File: config.mk
export PLATFORM = sky130hd
export DESIGN_NAME = scariv_ras_ckpt
export DESIGN_NICKNAME = d
export VERILOG_FILES = /design/src/rtl/scariv_ras_ckpt_pkg.sv /design/src/rtl/scariv_ras_ckpt.sv
export SDC_FILE = /design/constraint.sdc
export NUM_CORES = 1
export LEC_CHECK = 0
export ABC_AREA = 1
export BUFFER_PORTS_ARGS = -buffer_cell sky130_fd_sc_hd__buf_4
export CORE_ASPECT_RATIO = 1.5
export CORE_MARGIN = 3
export CORE_UTILIZATION = 50
export CTS_CLUSTER_DIAMETER = 80
export DETAILED_ROUTE_END_ITERATION = 6
export PLACE_DENSITY = 0.66
export SLEW_MARGIN = 5
export SYNTH_ARGS = -nofsm -noshare
export SYNTH_HDL_FRONTEND = slang
export SYNTH_SLANG_ARGS = --single-unit
export TNS_END_PERCENT = 5
File: constraint.sdc
create_clock -name i_clk -period 5.9 [get_ports i_clk]
set_input_delay 0.885 -clock i_clk [delete_from_list [all_inputs] [get_ports i_clk]]
set_output_delay 0.885 -clock i_clk [all_outputs]
set_load 0.02 [all_outputs]
File: src/rtl/scariv_ras_ckpt_pkg.sv
// Shared definitions for the return-address stack: default sizing and the
// per-cycle operation decode used by the pointer/count next-state logic.
package scariv_ras_ckpt_pkg;

    localparam int RAS_ENTRY_SIZE = 16;
    localparam int RAS_VADDR_W    = 39;

    typedef enum logic [2:0] {
        RAS_OP_IDLE     = 3'd0,
        RAS_OP_PUSH     = 3'd1,
        RAS_OP_POP      = 3'd2,
        RAS_OP_PUSH_POP = 3'd3,
        RAS_OP_RESTORE  = 3'd4
    } ras_op_e;

    // Restore dominates; a push+pop on an empty stack degenerates to a plain push,
    // and a pop on an empty stack is dropped.
    function automatic ras_op_e ras_decode_op(input logic restore, input logic push,
                                              input logic pop, input logic empty);
        ras_op_e op;
        op = RAS_OP_IDLE;
        if (restore)           op = RAS_OP_RESTORE;
        else if (push && pop)  op = empty ? RAS_OP_PUSH : RAS_OP_PUSH_POP;
        else if (push)         op = RAS_OP_PUSH;
        else if (pop && !empty) op = RAS_OP_POP;
        return op;
    endfunction

endpackage

File: src/rtl/scariv_ras_ckpt.sv
// Circular return-address stack with a {ptr,cnt,top_vaddr} checkpoint that the
// fetch unit stores per branch and hands back for single-cycle flush recovery.
module scariv_ras_ckpt
    import scariv_ras_ckpt_pkg::*;
#(
    parameter int ENTRY_SIZE = RAS_ENTRY_SIZE,
    parameter int VADDR_W    = RAS_VADDR_W,
    localparam int PTR_W     = $clog2(ENTRY_SIZE),
    localparam int CKPT_W    = PTR_W + (PTR_W + 1) + VADDR_W
) (
    input  logic               i_clk,
    input  logic               i_reset,
    input  logic               i_push_valid,
    input  logic [VADDR_W-1:0] i_push_vaddr,
    input  logic               i_pop_valid,
    input  logic               i_restore_valid,
    input  logic [CKPT_W-1:0]  i_restore_ckpt,
    output logic               o_top_valid,
    output logic [VADDR_W-1:0] o_top_vaddr,
    output logic [CKPT_W-1:0]  o_ckpt
);

    typedef logic [PTR_W-1:0] ras_ptr_t;
    typedef logic [PTR_W:0]   ras_cnt_t;

    ras_ptr_t           ptr_q, ptr_d;
    ras_cnt_t           cnt_q, cnt_d;
    logic [VADDR_W-1:0] mem_q [ENTRY_SIZE];
    logic [VADDR_W-1:0] mem_d [ENTRY_SIZE];

    ras_ptr_t           rst_ptr;
    ras_cnt_t           rst_cnt;
    logic [VADDR_W-1:0] rst_top;
    ras_op_e            op;
    logic               wr_en;
    ras_ptr_t           wr_idx;
    logic [VADDR_W-1:0] wr_data;

    // Checkpoint layout, MSB first: {ptr, cnt, top_vaddr}.
    assign rst_ptr = i_restore_ckpt[CKPT_W-1 -: PTR_W];
    assign rst_cnt = i_restore_ckpt[VADDR_W +: PTR_W+1];
    assign rst_top = i_restore_ckpt[VADDR_W-1:0];

    assign op = ras_decode_op(i_restore_valid, i_push_valid, i_pop_valid, cnt_q == '0);

    always_comb begin
        ptr_d   = ptr_q;
        cnt_d   = cnt_q;
        wr_en   = 1'b0;
        wr_idx  = ptr_q;
        wr_data = i_push_vaddr;
        case (op)
            RAS_OP_RESTORE: begin
                ptr_d   = rst_ptr;
                cnt_d   = rst_cnt;
                // Repairs the top entry that wrong-path pushes may have clobbered.
                wr_en   = (rst_cnt != '0);
                wr_idx  = rst_ptr;
                wr_data = rst_top;
            end
            RAS_OP_PUSH: begin
                ptr_d  = ptr_q + ras_ptr_t'(1);
                cnt_d  = (cnt_q == ras_cnt_t'(ENTRY_SIZE)) ? cnt_q : cnt_q + ras_cnt_t'(1);
                wr_en  = 1'b1;
                wr_idx = ptr_q + ras_ptr_t'(1);
            end
            RAS_OP_PUSH_POP: begin
                wr_en  = 1'b1;
                wr_idx = ptr_q;
            end
            RAS_OP_POP: begin
                ptr_d = ptr_q - ras_ptr_t'(1);
                cnt_d = cnt_q - ras_cnt_t'(1);
            end
            default: ;
        endcase
    end

    always_comb begin
        mem_d = mem_q;
        if (wr_en && !i_reset) begin
            mem_d[wr_idx] = wr_data;
        end
    end

    always_ff @(posedge i_clk) begin
        if (i_reset) begin
            ptr_q <= '0;
            cnt_q <= '0;
        end else begin
            ptr_q <= ptr_d;
            cnt_q <= cnt_d;
        end
    end

    // Storage is deliberately left out of reset; cnt gates its visibility.
    always_ff @(posedge i_clk) begin
        mem_q <= mem_d;
    end

    assign o_top_valid = (cnt_q != '0);
    assign o_top_vaddr = o_top_valid ? mem_q[ptr_q] : '0;
    assign o_ckpt      = {ptr_q, cnt_q, o_top_vaddr};

endmodule

==> flow_summary_export.csv <==
group,metric,value,unit
drt,drc,0,
layout,flow.area_growth_from_synthesis,13.8,%
synthesis,synth.distinct_cells,33,
floorplan,die-area,54600,um2
global_routing,grt_pass1_wl,102000,um
cts,postCtsSetupBuffers,0,
drt,num_vias,17000,
power,powerDensity,348,nW/um2
layout,nets,2212,
drt,ant_nets,0,
cts,htreeDepth,2,
cts,clkTransAtPathRegs,70,ps
layout,antenna_cells,0,
synthesis,yosysTopAreaCellShare,72.4,%
job,max_cap_violations,0,
floorplan,die_h,285,um
synthesis,synth_fa_ha_area_share,0.319,%
synthesis,syn_nets,2121,
synthesis,muxShareOfSynthArea,0,%
setup_path,r2r_end,"mem_q[74]",
timing,clock_skew,24.4,ps
setup_path,crit_path_end_kind,"primary output",
layout,drive_above_1_share,16.0,%
global_routing,grt_pass1_vias,17000,
timing,fin_crit_sh,79.0,%
cts,numCtsBuffers,57,
floorplan,rows,101,
drt,drt_wl_total,68000,um
synthesis,yosysTopAreaCell,"edfxtp_1",
power,power,10300,uW
synthesis,ys.warnings.count,0,
floorplan,start_util,50.8,%
synthesis,synth_top_family_by_area,"compound AO/OA/AOI/OAI gates",
setup_path,r2r_setup_slack,1670,ps
cts,cts_tree,"built",
cts,clock_sinks,633,
floorplan,core_area,50900,um2
timing,relSlewSlack,25.7,%
setup_path,reg2reg_depth,9,
global_routing,overflow,0,
place,portBuffers,179,
drt,wl_per_cell,24.0,um
setup_path,required,5020,ps
timing,final.setup.tns,0,ps
synthesis,synth_compound_area_share,12.3,%
synthesis,synth-seq-cells,633,
global_routing,antenna_found_initial,0,
place,dp_hpwl,38500,um
drt,drt-pass1-iter-count,5,
setup_path,crit_start,"ptr_q[1]",
drt,via_per_inst,6.01,
cts,root_buffer,"clkbuf_16",
setup_path,critical_path.max_fanout,112,
timing,hold_viol_final,0,
floorplan,io_pins,180,
synthesis,post_synth.cell_area_avg,12.8,um2
run_status,outcome,"finished, final reports clean",
floorplan,die_w,192,um
global_routing,grt_usage,24.6,%
setup_path,arrival,3780,ps
timing,fmax,215,MHz
setup_path,critPathCapture,"o_ckpt[38]",
timing,setup_viol,0,
timing,rsz0062_at_grt,"false",
timing,finalCriticalPeriod,4660,ps
drt,drt_iter0_drc,1618,
layout,fillCellCount,3992,
synthesis,synth-simple-area-share,10.2,%
cts,ctsResizeCount,0,
cts,clk_latency,590,ps
cts,clockBufferDepth,3,
global_routing,grt_max_degree,188,
synthesis,netlist_instances,2023,
worst_hold_path,hold_path.class,"in2reg",
synthesis,synthTopCellsByArea,"edfxtp_1 (72%), o21ai_0 (5.9%), nor2_1 (5.5%), o221ai_1 (4.0%), nand2_1 (2.2%)",
timing,tightestPinTransition,1110,ps
synthesis,synth_xor_area_share,0.135,%
setup_path,regToRegStartpoint,"ptr_q[1]",
setup_path,worstSetupPathType,"reg2out",
power,p_leak,0.00996,uW
place,gp_congestion,0.822,
setup_path,worstSetupStartpointType,"flip-flop",
cts,postCtsHoldBufs,0,
timing,drv_slew,0,
power,ir_worst_vdd,237,uV
synthesis,synth_area,25900,um2
synthesis,ys_seq_area_share,73.1,%
-- critical path, stage by stage (launching register included) --
cell and delay [ps]:
dfxtp_4 550, inv_4 750, buf_12 460, o21ai_0 220, o221ai_1 220, nand3_1 100
a21oi_1 430, buf_4 230
-- cells in the mapped netlist, drive strengths merged --
cell,n
edfxtp,624
nor2,391
o21ai,321
nand2,157
o221ai,117
buf,101
nand3,99
clkbuf,80
a21oi,45
o211ai,39
inv,20
dfxtp,9
ha,5
nor3,5
xor2,4
a211oi,1
a31oi,1
fa,1
nand3b,1
o31ai,1
or2,1
-- cell families (layout without fill, tap and decap cells) --
kind of cell,count (synthesis),count (layout)
buffers and inverters,201,339
AND/OR/NAND/NOR,654,654
AO/OA/AOI/OAI,525,525
adder cells (fa/ha/maj),6,6
flip-flops,633,633
XOR/XNOR,4,4
-- flip-flops by register name, indices dropped and copies added (netlist names) --
name,count
mem_q,624
cnt_q,5
ptr_q,4
-- power by group --
group	internal (uW)	switching, uW
combinational	442	1000
sequential	5070	47.9
clock	2120	1590
-- layout by cell type (no fill, tap or decap), types with 4 or more instances in the layout --
master	count
edfxtp_1	624
xor2_1	4
nor3_1	5
dfxtp_1	5
clkinv_1	14
ha_1	5
inv_1	11
o211ai_1	39
o221ai_1	117
a21oi_1	45
buf_4	207
nor2_4	16
clkinv_2	12
clkbuf_16	61
bufinv_16	5
nor2_2	10
o21ai_1	13
inv_2	7
o21ai_0	307
buf_12	6
nand3_1	97
nand2_1	152
clkbuf_1	8
nor2_1	365
-- per-stage QoR --
step | cells | util, % | instance area, um2 | hold slack (ps) | worst slack, ps
2_1_floorplan | 2023 | - | 25900 | 557 | 2040
3_3_place_gp | 2723 | 54.1 | 27600 | 495 | 1740
3_5_place_dp | 2724 | 54.2 | 27600 | 496 | 1700
4_1_cts | 2830 | 57.9 | 29500 | 478 | 1250
5_1_grt | 2830 | 57.9 | 29500 | 485 | 1100
6_report | 2830 | 57.9 | 29500 | 502 | 1240
-- per-layer routing --
layer | vias to the layer above | GRT usage, % | share of wire (%)
met1 | 8440 | 31.0 | 38
met2 | 745 | 42.3 | 51
met4 | 0 | 11.1 | 4.9
li1 | 7665 | - | -
met5 | - | 0 | 0
met3 | 171 | 3.26 | 6.4
-- how the worst min path moves through the flow --
stage | slack, ps | start | cells past startpoint | end
after floorplan | 560 | cnt_q[4] | 2 | cnt_q[4]
after global placement | 490 | cnt_q[4] | 2 | cnt_q[4]
after detailed placement | 500 | cnt_q[4] | 2 | cnt_q[4]
after CTS | 480 | i_reset | 2 | ptr_q[1]
after global routing | 490 | i_reset | 2 | ptr_q[1]
final | 500 | i_reset | 2 | ptr_q[1]
-- cell type report --
| cell class | instances | area, um2 | area share (%) |
|---|---|---|---|
| clock buffer | 71 | 1580 | 5.37 |
| clock inverter | 35 | 297 | 1.01 |
| inverter | 20 | 85.1 | 0.289 |
| multi-input combinational | 1189 | 6070 | 20.6 |
| sequential | 633 | 18900 | 64.2 |
| tap | 669 | 837 | 2.84 |
| timing repair buffer | 213 | 1670 | 5.68 |
No activity file was read; power rests on OpenSTA's default activity.
